`src/rtl/stepper_tracker.sv`:
```
// rtl/stepper_tracker.sv - glitch-filtered 4-wire stepper phase decoder with position, skip, release and idle tracking
// Optional error counters: define STEPPER_TRACKER_ERR_COUNT_EN.
module stepper_tracker #(
    parameter int POS_WIDTH     = 16,
    parameter int FILTER_CYCLES = 4,
    parameter int IDLE_CYCLES   = 100000
) (
    input  logic                 clk,
    input  logic                 reset,
    input  logic                 motor_phase_a,
    input  logic                 motor_phase_b,
    input  logic                 motor_phase_na,
    input  logic                 motor_phase_nb,
    input  logic                 clear_position,
    output logic [2:0]           step,
    output logic [POS_WIDTH-1:0] position,
    output logic                 direction,
    output logic                 step_pulse,
    output logic                 invalid,
    output logic                 skip_error,
    output logic                 released,
    output logic                 idle
`ifdef STEPPER_TRACKER_ERR_COUNT_EN
    ,
    output logic [7:0]           invalid_count,
    output logic [7:0]           skip_count
`endif
);

    localparam int FW = $clog2(FILTER_CYCLES + 1);
    localparam int IW = $clog2(IDLE_CYCLES + 1);
    localparam logic [FW-1:0] FILT_MAX = FW'(FILTER_CYCLES);
    localparam logic [IW-1:0] IDLE_MAX = IW'(IDLE_CYCLES);

    typedef enum logic [1:0] {UNSYNC, TRACK, RELEASED} state_t;

    // Returns {legal, index}; 0000 and the three illegal codes report legal = 0.
    function automatic logic [3:0] decode(input logic [3:0] c);
        case (c)
            4'b1000: decode = 4'b1_000;
            4'b1100, 4'b1110: decode = 4'b1_001;
            4'b0100: decode = 4'b1_010;
            4'b0110, 4'b0111: decode = 4'b1_011;
            4'b0010: decode = 4'b1_100;
            4'b0011, 4'b1011: decode = 4'b1_101;
            4'b0001: decode = 4'b1_110;
            4'b1001, 4'b1101: decode = 4'b1_111;
            default: decode = 4'b0_000;
        endcase
    endfunction

    logic [3:0]           code_q, code_d;
    logic [FW-1:0]        stab_q, stab_d;
    logic                 accept_q, accept_d;
    state_t               state_q, state_d;
    logic [2:0]           step_q, step_d;
    logic [POS_WIDTH-1:0] pos_q, pos_d;
    logic                 dir_q, dir_d;
    logic                 pulse_q, pulse_d;
    logic                 inv_q, inv_d;
    logic                 skip_q, skip_d;
    logic [IW-1:0]        idle_cnt_q, idle_cnt_d;
    logic [3:0]           dec;
    logic [2:0]           delta;

    // Input capture and stability filter; acceptance fires once when the count first hits the limit.
    always_comb begin
        code_d = {motor_phase_a, motor_phase_b, motor_phase_na, motor_phase_nb};
        stab_d = stab_q;
        if (code_d != code_q) begin
            stab_d = '0;
        end else if (stab_q != FILT_MAX) begin
            stab_d = stab_q + FW'(1);
        end
        accept_d = (stab_d == FILT_MAX) && (stab_q != FILT_MAX);
    end

    // Tracking state machine acting on the accepted code; clear_position overrides any move.
    always_comb begin
        dec     = decode(code_q);
        delta   = dec[2:0] - step_q;
        state_d = state_q;
        step_d  = step_q;
        pos_d   = pos_q;
        dir_d   = dir_q;
        pulse_d = 1'b0;
        inv_d   = 1'b0;
        skip_d  = 1'b0;
        if (accept_q) begin
            case (state_q)
                UNSYNC: begin
                    if (dec[3]) begin
                        step_d  = dec[2:0];
                        state_d = TRACK;
                    end else if (code_q == 4'b0000) begin
                        state_d = RELEASED;
                    end else begin
                        inv_d = 1'b1;
                    end
                end
                TRACK: begin
                    if (dec[3]) begin
                        case (delta)
                            3'd0: ;
                            3'd1, 3'd2: begin
                                pos_d   = pos_q + POS_WIDTH'(delta);
                                dir_d   = 1'b1;
                                pulse_d = 1'b1;
                                step_d  = dec[2:0];
                            end
                            3'd6, 3'd7: begin
                                pos_d   = pos_q - POS_WIDTH'(4'd8 - {1'b0, delta});
                                dir_d   = 1'b0;
                                pulse_d = 1'b1;
                                step_d  = dec[2:0];
                            end
                            default: begin
                                skip_d = 1'b1;
                                step_d = dec[2:0];
                            end
                        endcase
                    end else if (code_q == 4'b0000) begin
                        state_d = RELEASED;
                    end else begin
                        inv_d = 1'b1;
                    end
                end
                RELEASED: begin
                    // The motor may have turned while unpowered, so resync without counting.
                    if (dec[3]) begin
                        step_d  = dec[2:0];
                        state_d = TRACK;
                    end else if (code_q != 4'b0000) begin
                        inv_d   = 1'b1;
                        state_d = UNSYNC;
                    end
                end
                default: state_d = UNSYNC;
            endcase
        end
        if (clear_position) begin
            pos_d = '0;
        end
        if (pulse_q) begin
            idle_cnt_d = '0;
        end else if (idle_cnt_q != IDLE_MAX) begin
            idle_cnt_d = idle_cnt_q + IW'(1);
        end else begin
            idle_cnt_d = idle_cnt_q;
        end
    end

    // State registers.
    always_ff @(posedge clk or negedge reset) begin
        if (!reset) begin
            code_q     <= '0;
            stab_q     <= '0;
            accept_q   <= 1'b0;
            state_q    <= UNSYNC;
            step_q     <= '0;
            pos_q      <= '0;
            dir_q      <= 1'b0;
            pulse_q    <= 1'b0;
            inv_q      <= 1'b0;
            skip_q     <= 1'b0;
            idle_cnt_q <= '0;
        end else begin
            code_q     <= code_d;
            stab_q     <= stab_d;
            accept_q   <= accept_d;
            state_q    <= state_d;
            step_q     <= step_d;
            pos_q      <= pos_d;
            dir_q      <= dir_d;
            pulse_q    <= pulse_d;
            inv_q      <= inv_d;
            skip_q     <= skip_d;
            idle_cnt_q <= idle_cnt_d;
        end
    end

    assign step       = step_q;
    assign position   = pos_q;
    assign direction  = dir_q;
    assign step_pulse = pulse_q;
    assign invalid    = inv_q;
    assign skip_error = skip_q;
    assign released   = (state_q == RELEASED);
    assign idle       = (idle_cnt_q == IDLE_MAX);

`ifdef STEPPER_TRACKER_ERR_COUNT_EN
    logic [7:0] inv_cnt_q, inv_cnt_d;
    logic [7:0] skip_cnt_q, skip_cnt_d;

    // Saturating strobe counters, zeroed together with the position.
    always_comb begin
        inv_cnt_d  = inv_cnt_q;
        skip_cnt_d = skip_cnt_q;
        if (clear_position) begin
            inv_cnt_d  = '0;
            skip_cnt_d = '0;
        end else begin
            if (inv_q && inv_cnt_q != 8'hff) inv_cnt_d = inv_cnt_q + 8'd1;
            if (skip_q && skip_cnt_q != 8'hff) skip_cnt_d = skip_cnt_q + 8'd1;
        end
    end

    // Counter registers.
    always_ff @(posedge clk or negedge reset) begin
        if (!reset) begin
            inv_cnt_q  <= '0;
            skip_cnt_q <= '0;
        end else begin
            inv_cnt_q  <= inv_cnt_d;
            skip_cnt_q <= skip_cnt_d;
        end
    end

    assign invalid_count = inv_cnt_q;
    assign skip_count    = skip_cnt_q;
`endif

endmodule

```
`config.mk`:
```
export PLATFORM = sky130hd
export DESIGN_NAME = stepper_tracker
export DESIGN_NICKNAME = d
export VERILOG_FILES = /design/src/rtl/stepper_tracker.sv
export SDC_FILE = /design/constraint.sdc
export NUM_CORES = 1
export LEC_CHECK = 0
export CORE_MARGIN = 2
export CORE_UTILIZATION = 57
export DETAILED_ROUTE_END_ITERATION = 10
export GPL_TIMING_DRIVEN = 0
export PLACE_DENSITY = 0.8
export SYNTH_ARGS = -nofsm -noshare
export SYNTH_HDL_FRONTEND = slang
export SYNTH_SLANG_ARGS = --single-unit
```
`constraint.sdc`:
```
create_clock -name clk -period 8.6 [get_ports clk]
set_input_delay 0.86 -clock clk [delete_from_list [all_inputs] [get_ports clk]]
set_output_delay 0.86 -clock clk [all_outputs]
set_load 0.01 [all_outputs]
```
Yosys cells after proc, flatten, opt, wreduce, memory -nomap -nowiden
Memories as Yosys holds them, arrays and structs flattened.
Cells that the tools add are included.

operators by class
  equal/unequal tests = 16
  multiplexer cells = 34
  reductions and logical operators = 22
  $add $sub $neg = 6

operator list
  cell                     number
  $mux W16                 4
  $mux W17                 2
  $pmux W16 S2             1
  $add A17 B1 Y17 const B  1
  $eq A17 B17 Y1 const B   1
  $ne A17 B17 Y1 const B   1
  $add A16 B3 Y16          1
  $sub A16 B16 Y16         1
  $mux W3                  5
  $mux W1                  13
  $reduce_bool A2 Y1       6
  $mux W2                  5
  $eq A3 B3 Y1 const B     3
  $reduce_and A4 Y1        2
  $reduce_or A2 Y1         4
  $ne A2 B2 Y1 const B     3
  $pmux W2 S3              1
  $pmux W3 S2              1
  $reduce_and A5 Y1        1
  $reduce_or A5 Y1         1
  $sub A4 B3 Y5 const A    1
  $logic_not A4 Y1         1
  $ne A4 B4 Y1             1
  $pmux W1 S2              2
  16 further kinds         16

storage, ports and cells
  input port bits = 7
  logic and storage cells = 90
  bits in registers = 50
  ROM bits = 64
  memories = 1
  output and inout bits = 25

memory list
  name              words  bits a word  read ports  clocked after memory_dff  wr ports  line  text
  (name not given)  16     4            1           0                         0         39    case (c)

Depth between registers and ports, before layout
An unclocked memory read counts as a cell.

  word-level depth = 9
  gate-level depth with buffers = 19
  mapped depth without buffers = 18

Worst setup path before layout
OpenSTA, ideal clock, no wires.

  kind = reg2reg
  start point = register code_q[2]
  end point = register pos_q[15], in the netlist position[15]
  buffers on the path = 1
  setup slack = 4.045 ns
  cell stages (with the launch flop) = 18
  period minus slack after synthesis = 4.555 ns
  data arrival time = 4.416 ns
  required time = 8.461 ns
  cell sequence = dfrtp_1 buf_4 nand2_1 o221ai_1 ha_1 fa_1 xnor2_1 a311oi_2 a21oi_1 or2_2 ha_1 ha_1 o2111ai_1 and3_1 o31a_1 o21ai_2 and4bb_1 or4_1

on the way
  word-level cells in the longest chain between the ends = 9
  elaborated cells on any way between the ends = 19

RTL lines
  item                                                  line      text
  start, declared                                       52        logic [3:0] code_q, code_d;
  start signal, assigned                                168       code_q <= code_d;
  $mem_v2 Z16 W4 *                                      -
  $sub A3 B3 Y3                                         81        delta = dec[2:0] - step_q;
  $sub A4 B3 Y5, or another cell as far along           112       pos_d = pos_q - POS_WIDTH'(4'd8 - {1'b0, delta});
  $sub A16 B16 Y16 or $reduce_or A2 Y1 (tied branches)  112, 103
  $pmux W16 S2                                          103       case (delta)
  $mux W16                                              102       if (dec[3]) begin
  $mux W16                                              90        case (state_q)
  $mux W16                                              89        if (accept_q) begin
  $mux W16                                              141       if (clear_position) begin
  end signal, assigned                                  173       pos_q <= pos_d;
  end, declared                                         57        logic [POS_WIDTH-1:0] pos_q, pos_d;

Mark *: on every way between the ends. The rest lies on a longest branch, timed or not. The select of a mux whose other input is x is not followed.
A chain may end at the register's enable or synchronous reset.

Final worst setup path
Same ends and word-level chain as after synthesis.

==> impl_metrics.prom <==
# TYPE chip_impl_metric gauge
chip_impl_info{name="worstSetupStartpoint",value="code_q[2]$_DFF_PN0_"} 1
chip_impl_metric{name="layout.nets",unit=""} 411
chip_impl_metric{name="maxSlewViolCount",unit=""} 0
chip_impl_metric{name="worstMarginPinSlew",unit="ps"} 731.6
chip_impl_metric{name="clock_sinks",unit=""} 50
chip_impl_metric{name="num_rows",unit=""} 27
chip_impl_metric{name="chip_height",unit="um"} 79.40
chip_impl_metric{name="syn-num-nets",unit=""} 372
chip_impl_info{name="tritoncts_clock_tree",value="built"} 1
chip_impl_info{name="holdCritPathClass",value="in -> async"} 1
chip_impl_metric{name="syn-mean-instance-area",unit="um2"} 9.559
chip_impl_metric{name="maximum_fanout_along_the_worst_path",unit=""} 8
chip_impl_info{name="layout_common_cells",value="50 x dfrtp_1, 38 x nor2_1, 30 x nand2_1, 30 x clkdlybuf4s50_1, 24 x ha_1"} 1
chip_impl_metric{name="grt_start_max_net_pins",unit=""} 32
chip_impl_metric{name="wl_per_cell",unit="um"} 14.63
chip_impl_metric{name="leakage_power_total",unit="nW"} 1.659
chip_impl_metric{name="maxCapViolCount",unit=""} 0
chip_impl_metric{name="yosys.cell_types.count",unit=""} 54
chip_impl_metric{name="reg2reg_setup_slack",unit="ps"} 3400
chip_impl_metric{name="cts.path.max_buffers",unit=""} 2
chip_impl_metric{name="setup_viol_count_final",unit=""} 0
chip_impl_info{name="worstPathCellList",value="buf_4 -> nand2_1 -> o221ai_1 -> ha_1 -> fa_1 -> xnor2_1 -> and3_1 -> a21oi_1 -> mux2i_1 -> ha_1 -> a21o_1 -> a31oi_1 -> and3_1 -> o31a_1 -> o21ai_2 -> and3_1 -> or4_1"} 1
chip_impl_metric{name="post_route_cells_drive_above_1_share",unit="%"} 8.179
chip_impl_info{name="critical_path.reg2reg.startpoint",value="code_q[2]$_DFF_PN0_"} 1
chip_impl_metric{name="max_freq",unit="MHz"} 192.3
chip_impl_metric{name="tritoncts.num_buffers",unit=""} 5
chip_impl_metric{name="synth_cells",unit=""} 339
chip_impl_metric{name="grt_pass1_wl",unit="mm"} 11.65
chip_impl_info{name="cp-start-kind",value="register"} 1
chip_impl_info{name="outcome",value="finished clean"} 1
chip_impl_metric{name="clkTransAtPathRegs",unit="ps"} 100
chip_impl_metric{name="drc",unit=""} 0
chip_impl_info{name="end_kind",value="register"} 1
chip_impl_metric{name="final.period_utilization",unit="%"} 60.48
chip_impl_metric{name="firstDrtPassIters",unit=""} 4
chip_impl_metric{name="final_util",unit="%"} 68.98
chip_impl_metric{name="detail_route.iter0.violations",unit=""} 176
chip_impl_metric{name="io_buffers",unit=""} 31
chip_impl_metric{name="fp.dieW",unit="um"} 79.40
chip_impl_metric{name="worst_ep_arrival_time",unit="ps"} 5380
chip_impl_metric{name="synth-seq-area-share",unit="%"} 38.61
chip_impl_metric{name="final_period_minus_worst_setup_slack",unit="ps"} 5202
chip_impl_metric{name="max_slew_margin",unit="%"} 49.83
chip_impl_metric{name="yosysWarningCount",unit=""} 0
chip_impl_metric{name="clock_insertion_delay_worst_skew",unit="ps"} 310
chip_impl_metric{name="gpl.final_weighted_congestion",unit=""} 0.8549
chip_impl_metric{name="slowest_cell_delay_on_critical_path",unit="ps"} 700
chip_impl_metric{name="wl",unit="mm"} 6.600
chip_impl_metric{name="cts-resized-gates",unit=""} 0
chip_impl_metric{name="power.ir.vdd_worst",unit="uV"} 105.1
chip_impl_metric{name="finalNonFillerCells",unit=""} 451
chip_impl_metric{name="hold_buffers",unit=""} 0
chip_impl_info{name="final_common_cell",value="dfrtp_1"} 1
chip_impl_metric{name="route.detailed.vias_per_inst",unit=""} 5.690
chip_impl_metric{name="die-area",unit="um2"} 6304
chip_impl_metric{name="clock_skew",unit="ps"} 11.89
chip_impl_metric{name="h-tree-depth",unit=""} 2
chip_impl_metric{name="floorplan.initialDensity",unit="%"} 58.85
chip_impl_metric{name="cellPowerDensity",unit="nW/um2"} 136.3
chip_impl_metric{name="globalRouteOverflowTotal",unit=""} 0
chip_impl_metric{name="placeable_core_region",unit="um2"} 5507
chip_impl_info{name="rsz0062_at_grt",value="no"} 1
chip_impl_metric{name="drt.antenna.violating_nets",unit=""} 0
chip_impl_metric{name="hold_viol",unit=""} 0
chip_impl_metric{name="grt_resource_usage_total",unit="%"} 23.33
chip_impl_metric{name="io_pins",unit=""} 32
chip_impl_metric{name="flow.area_growth_from_synthesis",unit="%"} 17.22
chip_impl_metric{name="async_reset_ff_share",unit="%"} 100.0
chip_impl_metric{name="timing.critical_path.required",unit="ps"} 8780
chip_impl_metric{name="synth-edff-count",unit=""} 0
chip_impl_metric{name="setup_ws",unit="ps"} 3398
chip_impl_metric{name="postCtsSetupBuffers",unit=""} 0
chip_impl_info{name="ctsRootBufferMaster",value="clkbuf_8"} 1
chip_impl_info{name="ys.flop_type",value="dfrtp_1"} 1
chip_impl_metric{name="dr_total_vias",unit=""} 2566
chip_impl_metric{name="num_antenna_cells",unit=""} 0
chip_impl_info{name="cpMostUsedCell",value="and3_1"} 1
chip_impl_info{name="cp_slowest_cell",value="mux2i_1"} 1
chip_impl_info{name="setup.worst_path.class",value="reg -> reg"} 1
chip_impl_metric{name="dpl_worst_slack",unit="ps"} 3494
chip_impl_metric{name="yosys_register_bits",unit=""} 50
chip_impl_metric{name="place.detailed.instances",unit=""} 443
chip_impl_metric{name="dpl.hpwl",unit="mm"} 4.825
chip_impl_metric{name="fin_setup_tns",unit="ps"} 0
chip_impl_metric{name="grt_pass1_vias",unit=""} 2539
chip_impl_metric{name="initial_antenna_violation_count",unit=""} 0
chip_impl_metric{name="post_synth_instance_area",unit="um2"} 3241
-- synth_stat cells, types with 4 or more instances --
cell      number  area, um2
mux2i_1        9      90.09
o21ai_0       16      80.08
buf_4          4      30.03
nor2_1        38      142.6
nand2_1       30      112.6
xor2_1        17      148.9
a21oi_1       17      85.08
ha_1          24      300.3
dfrtp_1       50       1251
and3_1         4      25.02
nor2b_1        4      25.02
a31oi_1        4      25.02
o21a_1         7      52.55
nand2b_1       6      37.54
nand3_1        8      40.04
xnor2_1       15      131.4
or3_1          6      37.54
nor3_1         5      25.02
inv_1         15      56.30
a211oi_2       4      50.05
-- critical path: cells and delay by family (launching register included) --
family	cells	cell delay, ps
xor+xnor	1	160
simple gates	5	1270
mux	1	700
buf+inv	1	170
fa+ha+maj	3	1020
flops	1	370
compound gates	6	1400
-- layout make-up --
type	instances	area [um2]
multi-input cells	264	1864
clock inverters	2	60.06
plain buffers	10	68.82
clock buffers	6	82.58
inverters	15	56.30
repair buffers	32	325.3
well taps	72	90.09
fillers	457	1708
flip-flops and latches	50	1251
-- cells by family after synthesis --
group | count (synthesis) | synth area share, %
mux | 11 | 3.475
compound gates | 73 | 16.06
simple gates | 122 | 18.84
buf+inv | 25 | 3.861
fa+ha+maj | 26 | 10.50
flops | 50 | 38.61
xor+xnor | 32 | 8.649
-- final timing paths --
check / end / cells past startpoint
setup reg to reg: position[15]$_DFFE_PN0P_ / 17
min in group clk: direction$_DFFE_PN0P_ / 1
max in group asynchronous: idle_cnt_q[10]$_DFFE_PN0P_ / 2
hold / removal: position[11]$_DFFE_PN0P_ / 1
hold reg to reg: direction$_DFFE_PN0P_ / 1
setup / recovery: position[15]$_DFFE_PN0P_ / 17
-- registers in the layout, summed over array words and instances, names as in the netlist, 2 cells and up --
name / cells
idle_cnt_q: 17
state_q: 2
position: 16
step: 3
stab_q: 3
code_q: 4
-- per-stage QoR --
| stage | total power [mW] | hold WS, ps | cell area, um2 |
|---|---|---|---|
| CTS | 0.5214 | 523.4 | 3799 |
| finish | 0.5178 | 508.7 | 3799 |
| global route | 0.5405 | 545.7 | 3799 |
| detailed placement | 0.3157 | 499.6 | 3656 |
| global placement | 0.3122 | 495.7 | 3641 |
| floorplan | 0.2955 | 511.1 | 3241 |
-- where the power goes --
group          total [mW]  switching [mW]  internal [mW]
Clock               0.206          0.0819          0.124
Combinational      0.0752          0.0440         0.0312
Sequential          0.237        0.000472          0.236
Total               0.518           0.126          0.391
-- layer usage --
metal | up-vias | track usage [%] | part of all wire (%)
met2 | 42 | 38.05 | 48
met3 | 6 | 3.733 | 3.3
li1 | 1273 | - | -
met1 | 1245 | 33.16 | 48
met4 | 0 | 4.483 | 0.70
met5 | - | 0 | 0
Power figures use the tool's default switching activity.
